===== config.mk =====
export PLATFORM = sky130hd
export DESIGN_NAME = spi_master_phy
export DESIGN_NICKNAME = d
export VERILOG_FILES = /design/src/rtl/spi_master_phy.sv
export SDC_FILE = /design/constraint.sdc
export NUM_CORES = 1
export LEC_CHECK = 0
export ABC_CLOCK_PERIOD_IN_PS = 3100
export CORE_ASPECT_RATIO = 1.2
export CORE_MARGIN = 4
export CORE_UTILIZATION = 35
export DETAILED_ROUTE_END_ITERATION = 7
export GPL_TIMING_DRIVEN = 0
export PLACE_DENSITY_LB_ADDON = 0.05
export SYNTH_ARGS = -nofsm -noshare
export SYNTH_HDL_FRONTEND = slang
export SYNTH_SLANG_ARGS = --single-unit
export TNS_END_PERCENT = 100

===== constraint.sdc =====
create_clock -name clock -period 3.1 [get_ports clock]
set_input_delay 0.93 -clock clock [delete_from_list [all_inputs] [get_ports clock]]
set_output_delay 0.93 -clock clock [all_outputs]
set_load 0.1 [all_outputs]

===== src/rtl/spi_master_phy.sv =====
// spi_master_phy -- SPI master bit-level PHY.
//
// Runs one SPI transaction of bit_total bits: a SETUP half-period with cs_n
// low, bit_total SCLK periods (low half then high half), and a HOLD
// half-period, followed by a one-cycle done pulse back in IDLE.
// MOSI bits are pulled from an upstream serializer one at a time. Each take
// is signalled by a can_ref_new_data pulse.
//
// Parameters:
//   HALF_DIV  system clocks per SCLK half-period (1..255)
//   CPOL      SCLK idle level
// Ports:
//   clock, rst_n           system clock, asynchronous active-low reset
//   start, bit_total       transaction request and its length (latched on accept)
//   tx_data, tx_valid      upstream serial bit, consumed when can_ref_new_data=1
//   miso                   serial data from the slave
//   can_ref_new_data       one-cycle take pulse toward the upstream stage
//   trigger_cnt            bit periods started in the current transaction
//   idle, done             FSM in IDLE / end-of-transaction pulse
//   sclk, cs_n, mosi       SPI pins, registered
//   rx_bit, rx_bit_valid   sampled MISO bit and its strobe
//   fsm_state              current FSM state, for observation
//
// Handshake: the upstream stage keeps tx_data/tx_valid stable while
// can_ref_new_data is high. The PHY consumes them on that clock edge and
// never stalls. tx_valid=0 at a take sends a 0 bit.
//
// Build option: define SPI_PHY_MISO_EN to enable MISO sampling. When it is not
// defined, rx_bit and rx_bit_valid are tied to 0.
module spi_master_phy #(
  parameter int HALF_DIV = 4,
  parameter bit CPOL     = 1'b0
) (
  input  logic        clock,
  input  logic        rst_n,
  input  logic        start,
  input  logic [23:0] bit_total,
  input  logic        tx_data,
  input  logic        tx_valid,
  input  logic        miso,
  output logic        can_ref_new_data,
  output logic [23:0] trigger_cnt,
  output logic        idle,
  output logic        done,
  output logic        sclk,
  output logic        cs_n,
  output logic        mosi,
  output logic        rx_bit,
  output logic        rx_bit_valid,
  output logic [1:0]  fsm_state
);

  typedef enum logic [1:0] {IDLE, SETUP, SHIFT, HOLD} state_t;

  localparam logic [7:0] LAST = 8'(HALF_DIV - 1);

  state_t      state, nxt_state;
  logic [7:0]  cnt, nxt_cnt;
  logic        phase, nxt_phase;      // 0 = low half, 1 = high half of a bit
  logic [23:0] total, nxt_total;
  logic [23:0] nxt_trig;
  logic        nxt_take;
  logic        half_tick;
  logic        rise;                  // internal SCLK rises on the coming edge

  assign fsm_state = state;

  always_comb begin
    nxt_state = state;
    nxt_cnt   = cnt + 8'd1;
    nxt_phase = phase;
    nxt_total = total;
    nxt_trig  = trigger_cnt + {23'd0, can_ref_new_data};
    half_tick = (cnt == LAST);
    case (state)
      IDLE: begin
        nxt_cnt = 8'd0;
        if (start && (bit_total != 24'd0)) begin
          nxt_state = SETUP;
          nxt_total = bit_total;
          nxt_trig  = 24'd0;
          nxt_phase = 1'b0;
        end
      end
      SETUP: begin
        if (half_tick) begin
          nxt_state = SHIFT;
          nxt_cnt   = 8'd0;
          nxt_phase = 1'b0;
        end
      end
      SHIFT: begin
        if (half_tick) begin
          nxt_cnt = 8'd0;
          if (!phase)                   nxt_phase = 1'b1;
          else if (trigger_cnt == total) nxt_state = HOLD;
          else                          nxt_phase = 1'b0;
        end
      end
      HOLD: begin
        if (half_tick) begin
          nxt_state = IDLE;
          nxt_cnt   = 8'd0;
        end
      end
      default: nxt_state = IDLE;
    endcase
    // Take pulse is registered, so it is decided one cycle ahead, from the
    // state/counter values of the cycle it will be visible in.
    nxt_take = ((nxt_state == SETUP) && (nxt_cnt == LAST)) ||
               ((nxt_state == SHIFT) && nxt_phase && (nxt_cnt == LAST) &&
                (nxt_trig != nxt_total));
    rise = (state == SHIFT) && !phase && half_tick;
  end

  always_ff @(posedge clock or negedge rst_n) begin
    if (!rst_n) begin
      state            <= IDLE;
      cnt              <= 8'd0;
      phase            <= 1'b0;
      total            <= 24'd0;
      trigger_cnt      <= 24'd0;
      can_ref_new_data <= 1'b0;
      idle             <= 1'b1;
      done             <= 1'b0;
      cs_n             <= 1'b1;
      sclk             <= CPOL;
      mosi             <= 1'b0;
    end else begin
      state            <= nxt_state;
      cnt              <= nxt_cnt;
      phase            <= nxt_phase;
      total            <= nxt_total;
      trigger_cnt      <= nxt_trig;
      can_ref_new_data <= nxt_take;
      idle             <= (nxt_state == IDLE);
      done             <= (state == HOLD) && (nxt_state == IDLE);
      cs_n             <= (nxt_state == IDLE);
      sclk             <= ((nxt_state == SHIFT) && nxt_phase) ^ CPOL;
      if (can_ref_new_data)
        mosi <= tx_valid ? tx_data : 1'b0;
      else if (nxt_state != SHIFT)
        mosi <= 1'b0;
    end
  end

`ifdef SPI_PHY_MISO_EN
  always_ff @(posedge clock or negedge rst_n) begin
    if (!rst_n) begin
      rx_bit       <= 1'b0;
      rx_bit_valid <= 1'b0;
    end else begin
      rx_bit_valid <= rise;
      if (rise) rx_bit <= miso;
    end
  end
`else
  // miso is folded into a constant-zero term so the input still has a reader.
  assign rx_bit       = miso & 1'b0;
  assign rx_bit_valid = rise & 1'b0;
`endif

endmodule


Word level (Yosys, flattened, before mapping)
Cells that the tools add are included.
{"block": "word_totals", "reg_bits": 64, "input_bits": 30}
{"block": "classes", "n_addsub": 2, "n_eq_ne": 10, "muxes": 22, "n_reduce_logical": 12}
{"operator": "24-bit two-way mux", "n": 4}
{"operator": "24-bit by 1-bit adder with 24-bit output", "n": 1}
{"operator": "24-bit == test", "n": 1}
{"operator": "24-bit != test", "n": 1}
{"operator": "24-bit nonzero test", "n": 1}
{"operator": "8-bit by 2-bit == test with 1-bit output, second input constant", "n": 2}
{"operator": "8-bit one-hot mux with 2 select lines", "n": 1}
{"operator": "2-bit two-way mux", "n": 6}
{"operator": "8-bit by 1-bit adder with 8-bit output, second input constant", "n": 1}
{"operator": "1-bit two-way mux", "n": 8}
{"operator": "8-bit two-way mux", "n": 1}
{"operator": "2-bit one-hot mux with 4 select lines", "n": 1}
{"operator": "2-bit == test, second input constant", "n": 3}
{"operator": "1-bit logical AND", "n": 6}
{"operator": "2-bit by 1-bit == test with 1-bit output, second input constant", "n": 2}
{"operator": "2-bit zero test", "n": 2}
{"operator": "1-bit one-hot mux with 3 select lines", "n": 1}
{"operator": "3-bit OR reduction", "n": 1}
{"operator": "2-bit != test, second input constant", "n": 1}
{"operator": "2-bit nonzero test", "n": 1}
{"operator": "1-bit logical OR", "n": 1}

Depth between registers and ports, before layout
Gate-level depths: netlist (run 1).
{"block": "logic_depth", "ltp_word": 10, "depth_mapped": 9, "ltp_nobuf": 9}

Worst setup path after synthesis (run 1)
No wires, ideal clock.
{"block": "synth_timing", "path_type": "register -> register", "startpoint": "reg trigger_cnt[0]", "endpoint": "reg can_ref_new_data", "setup_time_ps": 143, "arrival_ps": 3118, "required_ps": 2957, "slack_ps": -161, "stages_incl_launch_ff": 10, "n_path_buf": 0, "synth_period_minus_slack_ps": 3261, "path_cell_list": "dfrtp_1 ha_1 ha_1 nand3_1 nor4_1 nand4_1 xor2_1 xnor2_1 o32ai_1 a41oi_1"}
{"block": "synth_between", "elab_chain_len": 10}
{"item": "start, declared", "line": "42", "text": "output logic [23:0] trigger_cnt,"}
{"item": "start signal, assigned", "line": "134", "text": "trigger_cnt <= nxt_trig;"}
{"item": "branches (longest 9 deep; another with 24-bit by 1-bit adder with 24-bit output)"}
{"item": "1-bit logical OR *", "line": "110", "text": "nxt_take = ((nxt_state == SETUP) && (nxt_cnt == LAST)) ||"}
{"item": "named net nxt_take", "line": "62", "text": "logic nxt_take;"}
{"item": "end signal, assigned", "line": "135", "text": "can_ref_new_data <= nxt_take;"}
{"item": "end, declared", "line": "41", "text": "output logic can_ref_new_data,"}
Mark *: on every way through the listed nets, which the timed path passes.
A chain may end at the register's enable or synchronous reset.

Worst setup path in the final report (run 1)
{"block": "layout_timing", "startpoint": "in bit_total[20]", "endpoint": "reg can_ref_new_data"}
{"block": "layout_between", "elab_chain_len": 9}
{"item": "start, declared", "line": "37", "text": "input logic [23:0] bit_total,"}
{"item": "24-bit nonzero test", "line": "78", "text": "if (start && (bit_total != 24'd0)) begin"}
{"item": "1-bit logical AND", "line": "78"}
{"item": "2-bit two-way mux", "line": "78"}
{"item": "2-bit one-hot mux with 4 select lines", "line": "75", "text": "case (state)"}
{"item": "2-bit == test", "line": "111", "text": "((nxt_state == SHIFT) && nxt_phase && (nxt_cnt == LAST) &&"}
{"item": "1-bit logical AND (3 in series)", "line": "111"}
{"item": "1-bit logical OR *", "line": "110"}
{"item": "named net nxt_take", "line": "62"}
Mark *: on every way through the listed nets, which the timed path passes. The rest lies on a longest branch.

==> results of run 1 <==
worst reg2reg max path, cell delays in order (launching register included):
cell and delay (ps):
dfrtp_2 400, ha_1 220, nand4_1 280, nor4_4 480
xor3_4 400, a221oi_1 310, nand4_1 170, o32ai_1 360
a41oi_2 160
how the worst min path moves through the flow:
stage / slack (ps) / start / endpoint
2_1_floorplan: 470 / cnt[0] / cnt[0]
6_report: 500 / cnt[0] / cnt[0]
3_3_place_gp: 500 / cnt[0] / cnt[0]
3_5_place_dp: 500 / cnt[0] / cnt[0]
4_1_cts: 500 / cnt[0] / cnt[0]
5_1_grt: 530 / cnt[0] / cnt[0]
per-layer routing:
layer	up-vias	GRT usage, %	part of all wire [%]
met2	56	27.3	48
met3	17	3.16	3.4
li1	1393	-	-
met5	-	0	0
met1	1399	23.2	46
met4	0	8.17	2.5
per-stage QoR:
stage	area [um2]	power [mW]	std cells	setup slack, ps	utilization (%)
5_1_grt	4790	2.13	556	-1.18	47.8
3_5_place_dp	4350	1.10	536	-682	43.5
4_1_cts	4750	2.08	552	43.4	47.4
3_3_place_gp	4360	1.10	536	-1420	43.5
6_report	4790	2.05	556	69.2	47.8
2_1_floorplan	3600	1.01	350	6.72	-
area by class of cell:
type | count | area (um2) | area share (%)
multi-input cells | 264 | 1990 | 41.6
clock buffers | 15 | 278 | 5.80
plain buffers | 18 | 88.8 | 1.86
well taps | 126 | 158 | 3.29
repair buffers | 66 | 656 | 13.7
flip-flops and latches | 64 | 1610 | 33.6
inverters | 3 | 11.3 | 0.235
placed cells by master, fill, tap and decap left out, types with 3 or more instances in the layout:
| cell type | count |
|---|---|
| xnor2_1 | 41 |
| buf_2 | 7 |
| and3_1 | 6 |
| buf_4 | 9 |
| nand4_1 | 14 |
| nor2_1 | 39 |
| nor4_1 | 4 |
| dfrtp_1 | 60 |
| clkbuf_1 | 9 |
| a31oi_1 | 5 |
| and4_1 | 3 |
| nor2b_1 | 4 |
| nor4_4 | 4 |
| nand2_1 | 14 |
| mux2_2 | 23 |
| clkbuf_16 | 9 |
| nor3_1 | 9 |
| nand3_1 | 17 |
| nand3_2 | 4 |
| inv_1 | 3 |
| ha_1 | 3 |
| a21oi_1 | 4 |
| o21ai_0 | 6 |
| clkdlybuf4s50_1 | 59 |
| dfrtp_2 | 3 |
| xor2_1 | 27 |
| clkbuf_8 | 3 |
registers in the layout, summed over array words and instances, names as in the netlist:
signal and cells:
sclk 1, done 1, trigger_cnt 24, cs_n 1, phase 1, can_ref_new_data 1, total 24, cnt 8
mosi 1, fsm_state 2
power by group through the flow:
stage | clock, mW | combinational, mW | sequential [mW]
detailed placement | 0 | 0.211 | 0.893
finish | 0.952 | 0.223 | 0.878
floorplan | 0 | 0.106 | 0.901
global placement | 0 | 0.211 | 0.892
global route | 1.01 | 0.241 | 0.880
CTS | 0.975 | 0.224 | 0.878
cells in the mapped netlist, types with 7 or more instances:
| library cell | number |
|---|---|
| dfrtp_1 | 63 |
| xnor2_1 | 41 |
| nor2_1 | 39 |
| xor2_1 | 27 |
| mux2_2 | 23 |
| nand3_1 | 19 |
| nand2_1 | 14 |
| nand4_1 | 14 |
| nor3_1 | 10 |
| nor4_1 | 9 |
| buf_2 | 8 |
| clkbuf_1 | 7 |
logic make-up (layout without fill, tap and decap cells):
logic type	after synthesis	in the layout	share of synthesized area [%]
other	1	2	0.104
adders and majority gates	3	3	1.05
muxes	23	23	7.21
and+or+nand+nor	135	135	20.4
buffers and inverters	22	102	2.89
AOI/OAI and AO/OA	32	32	6.38
xor gates and xnor gates	69	69	17.4
DFF	64	64	44.6
repair_timing:
item / in CTS / in global routing
setup endpoints to repair: 43 / 19
setup buffers: 2 / 4
gates resized for setup: 14 / 3
hold buffers: 0 / 0
pin swaps: 6 / 2
==> run_results.csv, run 1 <==
group,metric,value,unit
clocking,path_clk_slew,50,ps
yosys,ys.flop_type,"dfrtp_1",
final_layout,drive_gt1_share,17.9,%
floorplan,rows,40,
clocking,cts-buffers-inserted,9,
timing,hold_viol,0,
timing,finalCritPeriodShare,97.8,%
floorplan,io_pins,64,
worst_setup_path,start_kind,"input pin",
floorplan,core_area,10000,um2
route,firstDrtPassIters,4,
power_and_ir_drop,switchingPower,0.493,mW
floorplan,dieWidth,100,um
route,wl_per_cell,17.5,um
power_and_ir_drop,power.internal,1.56,mW
yosys,netlist_instances,349,
clocking,cts.path.max_buffers,2,
global_routing,grtUsageTotal,17.4,%
worst_setup_path,cpPeakStageDelay,540,ps
power_and_ir_drop,p_seq_share,42.8,%
global_routing,grt_start_max_net_pins,65,
worst_setup_path,arrival,3220,ps
yosys,ys_async_sr_fraction,100,%
yosys,synth_edf_count,0,
power_and_ir_drop,clock_power_share,46.4,%
timing,timing.hold.ws,500,ps
floorplan,fp.dieH,119,um
worst_setup_path,slowest_stage,"or4_4",
worst_setup_path,r2r_cells,8,
worst_setup_path,crit_end,"can_ref_new_data",
power_and_ir_drop,peakVddDrop,259,uV
yosys,ys_types,49,
final_layout,nFillCells,972,
worst_setup_path,crit_fanout,2,
route,vias_per_cell,5.15,
worst_setup_path,critical_path.cell_chain,"clkdlybuf4s50_1 > nor4_4 > nand3_2 > o311a_4 > or4_4 > o32ai_2 > a41oi_2",
yosys,syn_area,3590,um2
place,hpwl,7230,um
clocking,cts_tree,"yes",
timing,fmax,330,MHz
timing,worst-slew-pin-transition,976,ps
timing,setup_viol,0,
yosys,avgSynthCellArea,10.3,um2
power_and_ir_drop,p_comb_share,10.9,%
min_path,hp-class,"flip-flop to flip-flop",
yosys,ys_seq_area_share,44.6,%
power_and_ir_drop,p_sw_share,24.0,%
yosys,synthTopCellsByArea,"dfrtp_1 (44%), xnor2_1 (10%), mux2_2 (7.2%)",
place,routabilityCongestion,0.854,
run,drv_cap,0,
worst_setup_path,rrSetupSlack,180,ps
timing,tns,0,ps
final_layout,syn_to_final_growth,33.3,%
route,ant_nets,0,
timing,finalCriticalPeriod,3030,ps
worst_setup_path,cp.required,3290,ps
yosys,synth_top_area_share,43.9,%
global_routing,first_global_vias,2942,
power_and_ir_drop,p_per_area,429,nW/um2
worst_setup_path,crit-reg2reg-launch,"can_ref_new_data",
yosys,synth-seq-cells,64,
route,drc_errors,0,
min_path,min_path_cells,1,
clocking,cts_root_buffer,"clkbuf_16",
worst_setup_path,worstSetupStartpoint,"bit_total[20]",
route,vias,2865,
route,initialDrtViolationCount,60,
timing,slew_headroom,34.7,%
timing,fin_skew,7.35,ps
route,wl,9700,um
worst_setup_path,path_class,"input pin to flip-flop",
clocking,cts_sinks,64,
yosys,yosysTopAreaCell,"dfrtp_1",
worst_setup_path,end_kind,"flip-flop",
worst_setup_path,cp_num_buf_inv,1,
clocking,clk_latency,340,ps
global_routing,grt_pass1_wl,15900,um
global_routing,grt_overflow,0,
status,outcome,"complete, no violations",
power_and_ir_drop,leakagePower,1.96,nW
global_routing,antenna_found_initial,0,
worst_setup_path,cp.depth,7,
final_layout,diodes,0,
final_layout,layout.nets,459,
place,io_buffers,60,
timing,drv_slew,0,
floorplan,initial_core_util,35.9,%
worst_setup_path,crit_family,"simple AND/OR/NAND/NOR gates",
worst_setup_path,r2r_end,"can_ref_new_data",
yosys,ys_warn_count,0,
floorplan,die-area,12000,um2
clocking,htree_levels,3,
No activity file was read; power rests on OpenSTA's default activity.
==> run 2, diff against run 1 <==
==> constraint.sdc (replaced) <==
create_clock -name clock -period 3.1 [get_ports clock]
set_input_delay 0.93 -clock clock [delete_from_list [all_inputs] [get_ports clock]]
set_output_delay 0.93 -clock clock [all_outputs]
set_load 0.02 [all_outputs]
==> run 2 against run 1 <==
  * Global-route usage decreased by 0.071 points
  * Wire length increased by 0.92%
  * Clock skew about the same
  * Final area increased by 0.65%
  * Power increased by 5.3%
  * Worst setup slack improved by 12 ps
==> run_results.csv, run 2 (synthesis gave the netlist of run 1 again) <==
group,metric,value,unit
final_layout,instances_no_fill,556,
global_routing,grt_start_max_net_pins,65,
status,outcome,"complete, no violations",
final_layout,final_core_utilization,48.2,%
clocking,path_clk_slew,50,ps
timing,fin_skew,7.29,ps
clocking,cts_tree,"yes",
final_layout,diodes,0,
timing,fmax,331,MHz
final_layout,layout.nets,458,
floorplan,io_pins,64,
worst_setup_path,arrival,3210,ps
worst_setup_path,cpPeakStageDelay,550,ps
global_routing,grt_pass1_wl,15700,um
global_routing,grt_overflow,0,
min_path,min_path_cells,1,
floorplan,core_area,10000,um2
min_path,hold_start,"cnt[0]",
min_path,hp-class,"flip-flop to flip-flop",
floorplan,fp.dieH,119,um
final_layout,nFillCells,987,
worst_setup_path,path_class,"input pin to flip-flop",
timing,drv_slew,0,
worst_setup_path,start_kind,"input pin",
worst_setup_path,rrSetupSlack,190,ps
clocking,cts_root_buffer,"clkbuf_16",
worst_setup_path,r2r_end,"can_ref_new_data",
power_and_ir_drop,leakagePower,2.01,nW
place,place_inst,536,
timing,setup_viol,0,
worst_setup_path,slowest_stage,"or4_1",
final_layout,drive_gt1_share,17.7,%
final_layout,reg_top3,"total: 24 flops, trigger_cnt: 24 flops, cnt: 8 flops",
clocking,cts-buffers-inserted,9,
place,routabilityCongestion,0.853,
worst_setup_path,r2r_cells,9,
timing,finalCritPeriodShare,97.4,%
worst_setup_path,crit_family,"simple AND/OR/NAND/NOR gates",
final_layout,multiInputGateArea,2010,um2
final_layout,layout_commonest_cell,"dfrtp_1",
floorplan,rows,40,
route,wl,9790,um
run,drv_cap,0,
route,initialDrtViolationCount,94,
timing,slew_headroom,44.8,%
worst_setup_path,cp.depth,7,
worst_setup_path,cp_num_buf_inv,1,
floorplan,dieWidth,100,um
timing,worst-slew-pin-transition,828,ps
worst_setup_path,crit-reg2reg-launch,"can_ref_new_data",
global_routing,antenna_found_initial,0,
route,firstDrtPassIters,4,
global_routing,first_global_vias,2981,
worst_setup_path,critical_path.cell_chain,"clkdlybuf4s50_1 > nor4_4 > nand3_2 > o311a_4 > or4_1 > o32ai_2 > a41oi_2",
timing,hold_viol,0,
final_layout,seq_area,1600,um2
timing,finalCriticalPeriod,3020,ps
clocking,htree_levels,3,
floorplan,initial_core_util,35.9,%
route,vias_per_cell,5.13,
power_and_ir_drop,p_per_area,449,nW/um2
timing,rsz0062_at_grt,"no",
worst_setup_path,end_kind,"flip-flop",
worst_setup_path,cp.required,3290,ps
route,vias,2853,
clocking,cts.path.max_buffers,2,
place,hpwl,7240,um
power_and_ir_drop,peakVddDrop,265,uV
global_routing,grtUsageTotal,17.4,%
final_layout,layout_common_cells,"dfrtp_1 (63), clkdlybuf4s50_1 (55), xnor2_1 (41), nor2_1 (39), xor2_1 (27)",
worst_setup_path,crit_fanout,2,
clocking,clk_latency,340,ps
place,place_ws,-842,ps
route,ant_nets,0,
final_layout,syn_to_final_growth,34.2,%
floorplan,die-area,12000,um2
clocking,cts_sinks,64,
timing,setup_slack,81.0,ps
place,io_buffers,60,
route,wl_per_cell,17.6,um
route,drc_errors,0,
min_path,min_to,"cnt[0]",
==> run 2: changes by cell type in the layout (fill, tap and decap cells not counted), sizes merged <==
cell,change
clkdlybuf4s50,-4
dlymetal6s2s,+1
bufinv,+2
buf,-2
clkinv,+1
clkbuf,-1
dlygate4sd2,+3
==> run 2: worst max-delay path by stage <==
stage                     startpoint          endpoint  slack [ps]
finish                 bit_total[18]  can_ref_new_data          80
CTS                 can_ref_new_data  can_ref_new_data          10
global route           bit_total[18]  can_ref_new_data          30
detailed placement     bit_total[23]  can_ref_new_data        -840
global placement               rst_n          total[9]       -1160
floorplan              bit_total[15]  can_ref_new_data         300
==> run 2: layer usage <==
layer / track usage, % / share of wire [%] / up-vias
li1: - / - / 1394
met1: 22.8 / 45 / 1376
met2: 26.5 / 48 / 65
met3: 3.81 / 4.4 / 18
met4: 9.10 / 3.0 / 0
met5: 0 / 0 / -
==> run 2: area by class of cell <==
| class | count | area share, % |
|---|---|---|
| repair buffers | 65 | 13.2 |
| inverters | 3 | 0.234 |
| clock inverters | 3 | 1.35 |
| clock buffers | 13 | 5.19 |
| well taps | 126 | 3.27 |
| multi-input cells | 264 | 41.7 |
| flip-flops and latches | 64 | 33.3 |
| plain buffers | 18 | 1.87 |
==> run 2: timing repair <==
| action | in CTS | in global routing |
|---|---|---|
| pin swaps | 8 | 6 |
| setup buffers | 3 | 2 |
| setup endpoints to repair | 44 | 7 |
| resized for setup | 14 | 10 |
| hold buffers | 0 | 0 |
==> run 2: stage by stage <==
step / instance area, um2 / setup TNS [ps] / power, mW / hold WS (ps)
floorplan: 3590 / 0 / 0.982 / 468
global placement: 4350 / -103460 / 1.08 / 502
detailed placement: 4350 / -28250 / 1.08 / 506
CTS: 4760 / 0 / 2.18 / 513
global route: 4820 / 0 / 2.24 / 534
finish: 4820 / 0 / 2.16 / 512
==> run 2: worst register-to-register path, delay by kind of cell (launching register included) <==
kind | cells | cell delay [ps]
AOI/OAI and AO/OA | 2 | 410
xor gates and xnor gates | 1 | 180
buffers and inverters | 1 | 210
and+or+nand+nor | 4 | 1300
DFF | 1 | 410
adders and majority gates | 1 | 250
==> run 2: report_power, final <==
part / internal, mW / leakage [nW] / switching (mW)
combinational: 0.0972 / 1.00 / 0.0965
clock: 0.725 / 0.154 / 0.366
sequential: 0.857 / 0.857 / 0.0215
==> run 3, diff against run 2 <==
--- a/config.mk
+++ b/config.mk
@@ -8,7 +8,7 @@
 export ABC_CLOCK_PERIOD_IN_PS = 3100
 export CORE_ASPECT_RATIO = 1.2
 export CORE_MARGIN = 4
-export CORE_UTILIZATION = 35
+export CORE_UTILIZATION = 30
 export DETAILED_ROUTE_END_ITERATION = 7
 export GPL_TIMING_DRIVEN = 0
 export PLACE_DENSITY_LB_ADDON = 0.05
==> run 3 against run 2 <==
  * Global-route usage fell by 1.5 points
  * Via count rose by 0.21%
  * Combinational power rose by 3%
  * Critical path type unchanged
  * Critical endpoint unchanged
  * Largest cell class unchanged
  * Highest routed layer unchanged
==> run_results.csv, run 3 (synthesis gave the netlist of run 1 again) <==
group,metric,value,unit
clocking,cts_tree,"yes",
route,vias_per_cell,4.88,
global_routing,grt_start_max_net_pins,65,
worst_setup_path,slowest_stage,"or4_4",
place,routabilityCongestion,0.773,
timing,drv_slew,0,
clocking,clk_latency,340,ps
global_routing,grtUsageTotal,15.8,%
final_layout,drive_gt1_share,17.5,%
floorplan,die-area,13800,um2
global_routing,grt_overflow,0,
floorplan,initial_core_util,30.9,%
final_layout,stdcell_area,4820,um2
global_routing,grt_pass1_wl,16400,um
worst_setup_path,cpPeakStageDelay,560,ps
min_path,hp-class,"flip-flop to flip-flop",
status,outcome,"complete, no violations",
place,hpwl,7670,um
timing,timing.hold.ws,514,ps
clocking,htree_levels,3,
worst_setup_path,crit-reg2reg-launch,"can_ref_new_data",
worst_setup_path,end_kind,"flip-flop",
worst_setup_path,arrival,3260,ps
timing,setup_slack,31.7,ps
final_layout,final_core_utilization,41.5,%
route,initialDrtViolationCount,106,
min_path,hold_start,"cnt[0]",
route,drc_errors,0,
floorplan,fp.dieH,128,um
route,wl,10200,um
final_layout,layout_common_cells,"dfrtp_1 (63), clkdlybuf4s50_1 (57), xnor2_1 (41), nor2_1 (39), xor2_1 (27)",
final_layout,syn_to_final_growth,34.3,%
timing,slew_headroom,43.0,%
worst_setup_path,worstSetupStartpoint,"bit_total[14]",
floorplan,io_pins,64,
floorplan,rows,43,
timing,hold_viol,0,
timing,finalCritPeriodShare,99.0,%
worst_setup_path,cp.required,3290,ps
power_and_ir_drop,p_per_area,418,nW/um2
worst_setup_path,start_kind,"input pin",
final_layout,diodes,0,
timing,worst-slew-pin-transition,856,ps
clocking,cts.path.max_buffers,2,
route,ant_nets,0,
route,wl_per_cell,17.3,um
floorplan,dieWidth,108,um
timing,finalCriticalPeriod,3070,ps
place,place_ws,-806,ps
timing,setup_viol,0,
floorplan,core_area,11600,um2
global_routing,first_global_vias,2961,
route,vias,2859,
worst_setup_path,crit_fanout,2,
timing,rsz0062_at_grt,"no",
power_and_ir_drop,leakagePower,2.00,nW
place,placed_area,4390,um2
power_and_ir_drop,peakVddDrop,225,uV
run,drv_cap,0,
timing,fmax,326,MHz
final_layout,reg_top3,"total: 24 flops, trigger_cnt: 24 flops, cnt: 8 flops",
place,io_buffers,60,
clocking,path_clk_slew,50,ps
worst_setup_path,path_class,"input pin to flip-flop",
timing,fin_skew,9.34,ps
global_routing,antenna_found_initial,0,
worst_setup_path,critical_path.cell_chain,"clkdlybuf4s50_1 > nor4_1 > nand3_2 > o311a_4 > or4_4 > o32ai_4 > a41oi_2",
final_layout,layout.nets,458,
clocking,cts_root_buffer,"clkbuf_16",
route,firstDrtPassIters,4,
clocking,cts_sinks,64,
final_layout,layout_commonest_cell,"dfrtp_1",
clocking,cts-buffers-inserted,9,
==> run 3: worst paths after layout <==
path                       slack (ps)  cells after the start               end
hold reg to reg                   510                      1            cnt[0]
min in group asynchronous         700                      1            cnt[2]
setup / recovery                   30                      7  can_ref_new_data
max in group asynchronous        1830                      1         total[10]
setup reg to reg                  220                      9  can_ref_new_data
hold / removal                    510                      1            cnt[0]
==> run 3: report_power, final <==
part,leakage (nW),internal [mW],total [mW],switching [mW]
logic,0.997,0.0998,0.199,0.0991
clock network,0.141,0.574,0.939,0.366
registers,0.857,0.857,0.878,0.0209
total,2.00,1.53,2.02,0.486
==> run 3: worst max-delay path, delay by kind of cell <==
family | cells | cell delay (ps)
and+or+nand+nor | 3 | 1100
buffers and inverters | 1 | 460
AOI/OAI and AO/OA | 3 | 760
==> run 3: final cells by class <==
type / instances / area [um2]
Tap cell: 157 / 196
Fill cell: 1188 / 6800
Inverter: 3 / 11.3
Timing Repair Buffer: 65 / 641
Sequential cell: 64 / 1600
Multi-Input combinational cell: 264 / 2010
Buffer: 18 / 87.6
Clock inverter: 4 / 20.0
Clock buffer: 11 / 253
==> run 3: repair_timing <==
item | 4_1_cts | 5_1_grt
hold buffers | 0 | 0
gates resized for setup | 15 | 4
endpoints found under the setup margin | 44 | 1
pin swaps | 8 | 4
buffers inserted | 5 | 0
==> run 3: metrics by stage <==
stage               TNS, ps  instances  total power, mW
finish                    0        586             2.02
global placement    -103660        567             1.08
CTS                       0        586             2.05
global route              0        586             2.10
detailed placement   -26160        567             1.08
floorplan                 0        350            0.982
==> run 3: metal layers <==
metal | vias up | GRT usage (%) | routed length (um)
met5 | - | 0 | 0
met4 | 0 | 7.13 | 262
met3 | 17 | 3.38 | 494
met2 | 64 | 24.9 | 4850
met1 | 1390 | 20.9 | 4550
li1 | 1388 | - | -
